**config.mk**
```make
export PLATFORM = sky130hd
export DESIGN_NAME = placar_contador
export DESIGN_NICKNAME = d
export VERILOG_FILES = /design/src/rtl/placar_contador_pkg.sv /design/src/rtl/placar_soma_sat.sv /design/src/rtl/placar_contador.sv
export SDC_FILE = /design/constraint.sdc
export NUM_CORES = 1
export LEC_CHECK = 0
export CAP_MARGIN = 0
export CORE_MARGIN = 5
export CORE_UTILIZATION = 56
export CTS_BUF_LIST = sky130_fd_sc_hd__clkbuf_2 sky130_fd_sc_hd__clkbuf_4 sky130_fd_sc_hd__clkbuf_8
export CTS_CLUSTER_DIAMETER = 200
export CTS_CLUSTER_SIZE = 14
export DETAILED_ROUTE_END_ITERATION = 10
export GPL_TIMING_DRIVEN = 1
export PLACE_DENSITY = 0.89
export SLEW_MARGIN = 0
export SYNTH_ARGS = -nofsm -noshare
export SYNTH_HDL_FRONTEND = slang
export SYNTH_SLANG_ARGS = --single-unit
```
**constraint.sdc**
```tcl
create_clock -name CLOCK_50 -period 8.2 [get_ports CLOCK_50]
set_input_delay 2.46 -clock CLOCK_50 [delete_from_list [all_inputs] [get_ports CLOCK_50]]
set_output_delay 2.46 -clock CLOCK_50 [all_outputs]
set_load 0.02 [all_outputs]
```
**src/rtl/placar_contador_pkg.sv**
```systemverilog
`default_nettype none
// +----------------------------------------------------------------------+
// | Module      : placar_contador_pkg                                    |
// | Description : Shared constants and FSM encoding for the scoreboard.  |
// | Revision    : 1.0 - initial release                                  |
// +----------------------------------------------------------------------+
package placar_contador_pkg;

  localparam int MAX_PLACAR = 999;
  localparam int PLACAR_W   = 10;

  typedef enum logic [1:0] {
    JOGANDO  = 2'd0,
    ATUALIZA = 2'd1,
    FIM      = 2'd2
  } estado_t;

endpackage : placar_contador_pkg
`default_nettype wire

```
**src/rtl/placar_soma_sat.sv**
```systemverilog
`default_nettype none
// +----------------------------------------------------------------------+
// | Module      : placar_soma_sat                                        |
// | Description : Score + points adder, saturating at MAX_PLACAR.        |
// | Revision    : 1.0 - initial release                                  |
// +----------------------------------------------------------------------+
module placar_soma_sat
  import placar_contador_pkg::*;
#(
  parameter int PONTOS_W = 4
) (
  input  logic [PLACAR_W-1:0] base,
  input  logic [PONTOS_W-1:0] pontos,
  output logic [PLACAR_W-1:0] soma
);

  localparam logic [PLACAR_W:0] C_MAX_EXT = (PLACAR_W + 1)'(MAX_PLACAR);

  // One extra bit so the carry out of the 10-bit score is never lost.
  logic [PLACAR_W:0] w_soma_ext;

  // Add at 11 bits, then clamp to the display maximum.
  always_comb begin
    w_soma_ext = {1'b0, base} + (PLACAR_W + 1)'(pontos);
    if (w_soma_ext > C_MAX_EXT) begin
      soma = PLACAR_W'(MAX_PLACAR);
    end else begin
      soma = w_soma_ext[PLACAR_W-1:0];
    end
  end

endmodule : placar_soma_sat
`default_nettype wire

```
**src/rtl/placar_contador.sv**
```systemverilog
`default_nettype none
// +----------------------------------------------------------------------+
// | Module      : placar_contador                                        |
// | Description : Two-sided game scoreboard with valid/ready event input,|
// |               saturating scores and end-of-game detection.           |
// | Revision    : 1.0 - initial release                                  |
// +----------------------------------------------------------------------+
module placar_contador
  import placar_contador_pkg::*;
#(
  parameter int ALVO     = 100,
  parameter int PONTOS_W = 4
) (
  input  logic                CLOCK_50,
  input  logic                reset,
  input  logic                reiniciar,
  input  logic                evento_valid,
  input  logic                evento_oponente,
  input  logic [PONTOS_W-1:0] evento_pontos,
  output logic                evento_ready,
  output logic [PLACAR_W-1:0] placar,
  output logic [PLACAR_W-1:0] placarOponente,
  output logic                fim_jogo,
  output logic                vencedor
);

  localparam logic [PLACAR_W-1:0] C_ALVO = PLACAR_W'(ALVO);

  estado_t               r_estado;
  estado_t               w_estado_prox;
  logic [PLACAR_W-1:0]   r_placar;
  logic [PLACAR_W-1:0]   r_placar_op;
  logic                  r_fim;
  logic                  r_vencedor;
  logic                  r_lado;        // side credited by the event under check
  logic                  w_aceita;
  logic                  w_atingiu;
  logic [PLACAR_W-1:0]   w_base;
  logic [PLACAR_W-1:0]   w_soma;

  // Ready only while playing, and never during reset or a restart request.
  always_comb begin
    evento_ready = (r_estado == JOGANDO) && !reiniciar && !reset;
    w_aceita     = evento_valid && evento_ready;
    w_base       = evento_oponente ? r_placar_op : r_placar;
    w_atingiu    = (r_lado ? r_placar_op : r_placar) >= C_ALVO;
  end

  // Single shared adder; the operand is picked by the credited side.
  placar_soma_sat #(
    .PONTOS_W (PONTOS_W)
  ) u_soma (
    .base   (w_base),
    .pontos (evento_pontos),
    .soma   (w_soma)
  );

  // FSM state register.
  always_ff @(posedge CLOCK_50) begin
    if (reset) begin
      r_estado <= JOGANDO;
    end else begin
      r_estado <= w_estado_prox;
    end
  end

  // Next-state logic: accept -> one check cycle -> play again or game over.
  always_comb begin
    w_estado_prox = r_estado;
    case (r_estado)
      JOGANDO:  if (w_aceita) w_estado_prox = ATUALIZA;
      ATUALIZA: w_estado_prox = w_atingiu ? FIM : JOGANDO;
      FIM:      w_estado_prox = FIM;
      default:  w_estado_prox = JOGANDO;
    endcase
    if (reiniciar) begin
      w_estado_prox = JOGANDO;
    end
  end

  // Scores, credited side and game-over flags.
  always_ff @(posedge CLOCK_50) begin
    if (reset || reiniciar) begin
      r_placar    <= '0;
      r_placar_op <= '0;
      r_fim       <= 1'b0;
      r_vencedor  <= 1'b0;
      r_lado      <= 1'b0;
    end else begin
      if (w_aceita) begin
        r_lado <= evento_oponente;
        if (evento_oponente) begin
          r_placar_op <= w_soma;
        end else begin
          r_placar    <= w_soma;
        end
      end
      if ((r_estado == ATUALIZA) && w_atingiu) begin
        r_fim      <= 1'b1;
        r_vencedor <= r_lado;
      end
    end
  end

  assign placar         = r_placar;
  assign placarOponente = r_placar_op;
  assign fim_jogo       = r_fim;
  assign vencedor       = r_vencedor;

endmodule : placar_contador
`default_nettype wire
```
## After elaboration in Yosys (flattened, before gate mapping)

Index checks and enable logic that the tools add are counted.

| storage, ports and cells | value |
|---|---|
| register bits | 25 |
| bits of input ports | 9 |
| word-level logic and storage cells | 30 |

| operators by class | value |
|---|---|
| add/sub/neg operators | 1 |
| $lt $le $gt $ge | 2 |
| equality and inequality tests | 3 |
| muxes and demuxes | 6 |
| bitwise operators | 1 |
| reduce and logical (&&, ||, !) cells | 11 |

Operator list:

| cell | count |
|---|---|
| $mux 10 | 3 |
| $add 10x4->11 | 1 |
| $gt 11x10->1 const B | 1 |
| $ge 10x7->1 const B | 1 |
| $pmux 2 s3 | 1 |
| $logic_and 1x1->1 | 4 |
| $mux 2 | 2 |
| $reduce_and 2->1 | 2 |
| $eq 2x1->1 const B | 1 |
| $eq 2x2->1 const B | 1 |
| $logic_not 1->1 | 2 |
| $logic_not 2->1 | 1 |
| $ne 2x2->1 const B | 1 |
| $reduce_or 2->1 | 1 |
| $logic_or 1x1->1 | 1 |
| $not 1->1 | 1 |

## Depth between registers and ports, before layout

Gate-level depths: netlist of the first run.

| logic depth | value |
|---|---|
| depth after elaboration | 6 |
| depth in mapped cells | 13 |

## Cells and area by module

Synthesis of the first run repeated with hierarchy kept, for this count alone.

| second synthesis, totals | value |
|---|---|
| cells, all modules | 163 |
| area, all modules | 1486.4 um^2 |

Modules (own cells, without submodules):

| module | times used | cells each | area each (um^2) |
|---|---|---|---|
| placar_contador | 1 | 103 | 1086.0 |
| placar_soma_sat | 1 | 60 | 400.4 |

## Least setup slack after synthesis of the first run

Ideal clock, no wire load.

| path | value |
|---|---|
| kind | input -> output |
| start point | input reiniciar |
| end point | output evento_ready |
| arrival time | 3.314 ns |
| slack | 2.426 ns |
| cell stages on the path | 1 |
| buffers on the path | 0 |
| cell sequence | nor4_1 |

| between the ends | value |
|---|---|
| cells in the longest elaborated chain, start to end | 3 |

RTL lines:

| element | line | text |
|---|---|---|
| start: declaration | placar_contador.sv:16 | `input logic reiniciar,` |
| $logic_not 1->1 | placar_contador.sv:43 | `evento_ready = (r_estado == JOGANDO) && !reiniciar && !reset;` |
| $logic_and 1x1->1 (2 in series) | placar_contador.sv:43 |  |
| end: declaration | placar_contador.sv:20 | `output logic evento_ready,` |

No other way between the ends.

## Worst setup path after layout of the first run

Ends and elaborated chain as after synthesis.

==> summary.txt, run 1 <==
Placed design
  • Dpl hpwl: 2.73 mm
  • Buffers added on ports: 31
  • Placed cells: 223
  • Placer Congestion: 0.936
  • Pre-CTS WS: 1.68 ns

Global routing
  • Largest net degree at the start of global routing: 24
  • Vias in the first global route: 1300
  • Initial antenna violation count: 0
  • Total Routing Usage GR: 21.6%
  • Grt ovf: 0
  • First-pass GRT wire length: 5.99 mm

Detailed routing
  • Post-route ant nets: 0
  • Initial DRC count: 78
  • DRC Markers: 0
  • Post-DR vias/cell: 6.17
  • Detailed Routing Iterations Pass 1: 4
  • Routed wire per std cell: 15.9 µm
  • DRT Wirelength: 3.62 mm
  • Vias after detailed routing: 1401

Setup path
  • CP endpoint kind: output port
  • Worst EP required: 5.74 ns
  • Setup crit start kind: input port
  • WP data arrival: 4.08 ns
  • CP Class: input port to output port
  • CP Max Fanout: 4
  • Reg2reg start: placarOponente[0]$_SDFFE_PP0P_
  • Worst Setup SP: reiniciar

Logic synthesis
  • EDFF count, synth: 0
  • Yosys warns: 0
  • Top_reg_cell synth: dfxtp_1
  • Post-Syn Nets: 184
  • Seq cells post-synth: 25
  • Sequential fraction of the synthesis area: 35.1%
  • Simple-gate portion of the synthesized area: 20.5%
  • Mux share of post-synthesis cell area: 10.4%
  • Main combinational cell family by area after synthesis: compound AO/OA/AOI/OAI gates
  • Xor/xnor share of the synthesized area: 3.69%
  • Synth Cell Area: 1420 µm²
  • Synth Area in Compound Gates: 21.0%
  • Cells after synthesis: 170
  • Yosys cell types: 42
  • Asr flop ratio synth: 0%
  • Post-Syn Area per Cell: 8.38 µm²
  • Adder-Cell Fraction of Synth Area: 4.92%

Layout
  • Area grow syn2layout: 23.7%
  • Final #Nets: 212
  • Final Util: 71.8%
  • Antenna cells: 0
  • Fin cells: 227
  • Share of cells above drive strength 1: 6.60%

Worst hold path
  • Hold WC Path Type: flip-flop to flip-flop
  • HP Start: fim_jogo$_SDFFE_PP0P_

STA
  • Peak Freq: 153 MHz
  • PnR worst setup slack: 1.66 ns
  • RSZ-0062 raised after global routing: no
  • Setup TNS Final: 0 ns
  • Worst slew pin tran: 0.973 ns
  • Clk_skew: 0.00256 ns
  • Fin crit share: 79.8%
  • Crit path time final: 6.54 ns
  • Max_slew headroom: 34.9%
  • Final setup fails: 0
  • Fin. max-slew vios: 0
  • Hold Vio Cnt, Final: 0

Power
  • Seq pwr share: 59.8%
  • Gate power share: 12.7%
  • P_sw: 0.0551 mW
  • Leak: 0.642 nW
  • Final Total Pwr: 0.208 mW
  • Clock share of power: 27.5%
  • Cell internal pwr: 0.153 mW
  • Sw Ratio: 26.4%
  • IR drop worst, VDD: 126 µV
  • Cell Pwr Density: 118 nW/µm²

Clock network
  • Post-CTS resize count: 0
  • Setup repair bufs after CTS: 0
  • Worst skew pair latency: 0.32 ns
  • Root Driver: clkbuf_4
  • CTS tree: done
  • CTS Hold Bufs: 0
  • Sink Count: 25
  • CTS buffer count: 3
  • Clock Path Buffers: 2
  • Clk pin slew, worst setup/hold paths: 0.14 ns
  • H-Tree Depth: 1

Die
  • Starting Density: 58.0%
  • # rows: 18
  • Core Region: 2450 µm²
  • Die footprint: 3650 µm²
  • Die Wd: 60.4 µm
  • Die H: 60.4 µm
  • IO Count: 32

Job
  • Number of max-cap violations: 0

Outcome
  • Status: completed
-- metrics by stage --
stage	hold WS, ns	instance area (µm²)
after floorplan	0.457	1420
after global placement	0.434	1730
after detailed placement	0.463	1730
after CTS	0.480	1760
after global routing	0.497	1760
final	0.468	1760
-- cell type report --
| type | count | area [µm²] |
|---|---|---|
| Inverter | 6 | 22.5 |
| Clock inverter | 1 | 7.51 |
| Multi-Input combinational cell | 131 | 861 |
| Clock buffer | 3 | 22.5 |
| Tap cell | 30 | 37.5 |
| Sequential cell | 25 | 500 |
| Fill cell | 191 | 693 |
| Timing Repair Buffer | 31 | 310 |
-- path summary, 6_finish.rpt --
check	end	slack [ns]	cells past startpoint
max	evento_ready	1.66	3
min	fim_jogo$_SDFFE_PP0P_	0.47	2
max reg2reg	placar[4]$_SDFFE_PP0P_	5.26	10
min reg2reg	fim_jogo$_SDFFE_PP0P_	0.47	2
-- placed cells by master, fill, tap and decap left out, drive strengths merged, types with 6 or more instances in the layout --
cell type	instances
dfxtp	25
o21ai	14
nor2	19
clkdlybuf4s50	31
a21oi	13
mux2i	8
a31oi	6
inv	6
nand3	9
mux2	6
nand2	14
-- state kept, by name (all words and copies together) (netlist names) --
register	flops
placarOponente	10
vencedor	1
r_estado	2
fim_jogo	1
placar	10
r_lado	1
-- cell families after synthesis --
kind of cell	Yosys count
AOI/OAI and AO/OA	47
xor gates and xnor gates	6
adders and majority gates	5
buffers and inverters	14
DFF	25
muxes	14
and+or+nand+nor	59
-- worst max-delay path, stage by stage --
cell and delay, ns:
clkdlybuf4s50_1 0.43, nor4_1 0.48, clkdlybuf4s50_1 0.71
-- routing by layer --
layer	track usage [%]	part of all wire [%]
met1	28.8	42
met2	35.5	49
met3	3.40	8.2
met4	7.43	0.91
met5	0	0
-- synthesized netlist by cell type (2+ instances only) --
cell | n | area [µm²]
inv_1 | 6 | 22.5
mux2_2 | 5 | 56.3
a32o_1 | 2 | 20.0
nor3_1 | 2 | 10.0
clkbuf_1 | 4 | 15.0
nand2b_1 | 3 | 18.8
dfxtp_1 | 25 | 500
o21ai_0 | 10 | 50.1
mux2i_1 | 8 | 80.1
xor2_1 | 3 | 26.3
nand3_1 | 9 | 45.0
a31o_1 | 2 | 17.5
nor4_1 | 2 | 12.5
and3_1 | 3 | 18.8
nand2_1 | 14 | 52.6
o21ai_1 | 4 | 20.0
buf_2 | 2 | 10.0
a21oi_1 | 13 | 65.1
xnor2_1 | 3 | 26.3
a211oi_1 | 2 | 15.0
ha_1 | 4 | 50.1
nor2_1 | 19 | 71.3
a31oi_1 | 6 | 37.5
-- power groups by stage --
stage,logic [mW],clock network [mW],registers [mW]
after global placement,0.0254,0,0.127
after CTS,0.0264,0.0586,0.125
final,0.0265,0.0573,0.125
after detailed placement,0.0262,0,0.127
after floorplan,0.0139,0,0.128
after global routing,0.0287,0.0629,0.125
Note: power is estimated with default switching activity, not from simulation.
==> run 2, diff against run 1 <==
CORE_UTILIZATION = 47   (was 56)
PLACE_DENSITY = 0.79   (was 0.89)
clock period = 5.35 ns   (was 8.2 ns; I/O delays follow)
==> run 2 against run 1 <==
Critical endpoint unchanged. Worst setup slack lost 1.2 ns. Cell count grew 1.8%. Register-to-register slack lost 2.9 ns. Clock skew shrank 0.00082 ns. Non-clock buffer count grew 1. Sequential share of layout area shrank 0.14 points. Highest routed layer unchanged. Sequential cell count is the same.
==> summary.txt, run 2 (synthesized netlist as in run 1, its figures left out) <==
Outcome
  • Status: completed (unchanged)

Global routing
  • Largest net degree at the start of global routing: 17 (was 24)
  • Vias in the first global route: 1421 (was 1300)
  • Grt ovf: 0 (unchanged)
  • Initial antenna violation count: 0 (unchanged)
  • First-pass GRT wire length: 6.53 mm (was 5.99 mm)
  • Total Routing Usage GR: 19.3% (was 21.6%)

Clock network
  • Sink Count: 25 (unchanged)
  • Setup repair bufs after CTS: 0 (unchanged)
  • CTS tree: done (unchanged)
  • CTS buffer count: 3 (unchanged)
  • Post-CTS resize count: 0 (unchanged)
  • H-Tree Depth: 1 (unchanged)
  • Worst skew pair latency: 0.30 ns (was 0.32 ns)
  • Clock Path Buffers: 2 (unchanged)
  • Root Driver: clkbuf_4 (unchanged)
  • Clk pin slew, worst setup/hold paths: 0.14 ns (about the same)
  • CTS Hold Bufs: 0 (unchanged)

Setup path
  • Sum of buffers and inverters on the critical path: 2 (unchanged)
  • Worst EP required: 3.74 ns (was 5.74 ns)
  • R2R Path End: placar[4]$_SDFFE_PP0P_ (unchanged)
  • Worst-path cell chain: clkdlybuf4s50_1 > nor4_1 > clkdlybuf4s50_1 (unchanged)
  • Setup crit start kind: input port (unchanged)
  • Max incr delay on CP: 0.73 ns (was 0.71 ns)
  • Max stage delay cell, worst path: clkdlybuf4s50_1 (unchanged)
  • CP Class: input port to output port (unchanged)
  • Worst Setup SP: reiniciar (unchanged)
  • CP endpoint kind: output port (unchanged)
  • Crit path to: evento_ready (unchanged)
  • Reg2reg start: placarOponente[0]$_SDFFE_PP0P_ (unchanged)
  • Most used cell, CP: clkdlybuf4s50_1 (unchanged)
  • Top cell family by delay on the critical path: buffers and inverters (unchanged)
  • CP Max Fanout: 4 (unchanged)
  • Cell count along the critical path: 3 (unchanged)
  • WP data arrival: 3.25 ns (was 4.08 ns)
  • Flop-to-flop setup slack: 2.40 ns (was 5.26 ns)
  • Worst r2r path cells: 10 (unchanged)

Detailed routing
  • Detailed Routing Iterations Pass 1: 4 (unchanged)
  • WL met2: 1.84 mm (was 1.78 mm)
  • Met3 WL post-DR: 271 µm (was 296 µm)
  • Post-route ant nets: 0 (unchanged)
  • Met1 WL: 1.68 mm (was 1.51 mm)
  • Initial DRC count: 88 (was 78)
  • Post-DR vias/cell: 6.12 (was 6.17)
  • Routed wire per std cell: 16.8 µm (was 15.9 µm)
  • DRT Wirelength: 3.87 mm (was 3.62 mm)
  • DRC Markers: 0 (unchanged)
  • Top Metal Used: met4 (unchanged)
  • Vias after detailed routing: 1413 (was 1401)

STA
  • Max_slew headroom: 38.0% (was 34.9%)
  • Crit path time final: 4.86 ns
  • Peak Freq: 206 MHz
  • Setup TNS Final: 0 ns (unchanged)
  • Clk_skew: 0.00174 ns (was 0.00256 ns)
  • Worst slew pin tran: 0.927 ns (was 0.973 ns)
  • Hold Vio Cnt, Final: 0 (unchanged)
  • Fin crit share: 90.8%
  • RSZ-0062 raised after global routing: no (unchanged)
  • Fin. max-slew vios: 0 (unchanged)
  • Final setup fails: 0 (unchanged)

Die
  • Starting Density: 47.8% (was 58.0%)
  • IO Count: 32 (unchanged)
  • # rows: 20 (was 18)
  • Die footprint: 4230 µm² (was 3650 µm²)
  • Die Wd: 65.0 µm (was 60.4 µm)
  • Core Region: 2980 µm² (was 2450 µm²)
  • Die H: 65.0 µm (was 60.4 µm)

Power
  • Gate power share: 13.2% (was 12.7%)
  • P_sw: 0.0810 mW (was 0.0551 mW)
  • Cell Pwr Density: 178 nW/µm² (was 118 nW/µm²)
  • IR drop worst, VDD: 102 µV (was 126 µV)
  • Final Total Pwr: 0.316 mW (was 0.208 mW)
  • Cell internal pwr: 0.235 mW (was 0.153 mW)
  • Sw Ratio: 25.6% (was 26.4%)
  • Leak: 0.650 nW (was 0.642 nW)
  • Seq pwr share: 60.6% (was 59.8%)
  • Clock share of power: 26.2% (was 27.5%)

Layout
  • Most frequent cells in the layout: clkdlybuf4s50_1, dfxtp_1, nor2_1 (unchanged)
  • FILL cells: 272 (was 191)
  • Area grow syn2layout: 24.3% (was 23.7%)
  • Final #Nets: 213 (was 212)
  • Antenna cells: 0 (unchanged)
  • Commonest non-fill, non-tap cell in the layout: clkdlybuf4s50_1 (unchanged)
  • Share of cells above drive strength 1: 7.07% (was 6.60%)

Worst hold path
  • Hold WC Path Type: flip-flop to flip-flop (unchanged)

Placed design
  • Buffers added on ports: 31 (unchanged)
  • Placer Congestion: 0.892 (was 0.936)
  • Dpl hpwl: 2.96 mm (was 2.73 mm)

Job
  • Number of max-cap violations: 0 (unchanged)
-- run 2: worst min path at each step --
stage / startpoint / end / cells after the start
floorplan: r_estado[1]$_SDFFE_PP0P_ / r_estado[1]$_SDFFE_PP0P_ / 2
global placement: fim_jogo$_SDFFE_PP0P_ / fim_jogo$_SDFFE_PP0P_ / 2
detailed placement: fim_jogo$_SDFFE_PP0P_ / fim_jogo$_SDFFE_PP0P_ / 2
CTS: fim_jogo$_SDFFE_PP0P_ / fim_jogo$_SDFFE_PP0P_ / 2
global route: fim_jogo$_SDFFE_PP0P_ / fim_jogo$_SDFFE_PP0P_ / 2
finish: fim_jogo$_SDFFE_PP0P_ / fim_jogo$_SDFFE_PP0P_ / 2
-- run 2: power by group through the flow --
stage	combinational (mW)	clock, mW	sequential [mW]
detailed placement	0.0413	0	0.195
CTS	0.0416	0.0858	0.191
finish	0.0418	0.0826	0.191
global placement	0.0397	0	0.195
global route	0.0453	0.0910	0.192
floorplan	0.0213	0	0.197
-- run 2: routing by layer --
metal | global-route usage [%] | up-vias
li1 | - | 676
met1 | 23.7 | 665
met2 | 33.5 | 62
met3 | 3.12 | 10
met4 | 8.03 | 0
met5 | 0 | -
-- run 2: final cells by class --
class                      instances  area [µm²]  area share, %
tap                               33        41.3           2.33
multi-input combinational        131         861           48.6
inverter                           6        22.5           1.27
clock inverter                     1        5.00          0.283
clock buffer                       3        22.5           1.27
sequential                        25         500           28.3
timing repair buffer              32         318           18.0
-- run 2: worst register-to-register path, stage by stage (launching register included) --
cell and delay, ns:
dfxtp_1 0.39, mux2_2 0.17, ha_1 0.15, inv_1 0.05, fa_1 0.39, nand2b_1 0.18, a221o_1 0.39, nand2b_4 0.18
or3_4 0.42, o21a_1 0.24, a32o_1 0.30
-- run 2: stage by stage --
step                      util [%]  setup slack (ns)  instance area [µm²]  hold slack [ns]  instances
after floorplan                  -             0.941                 1420            0.457        170
after global placement        58.5             0.524                 1740            0.434        227
after detailed placement      58.5             0.432                 1740            0.440        227
after CTS                     59.5             0.488                 1770            0.456        231
after global routing          59.5             0.380                 1770            0.487        231
final                         59.5             0.491                 1770            0.454        231
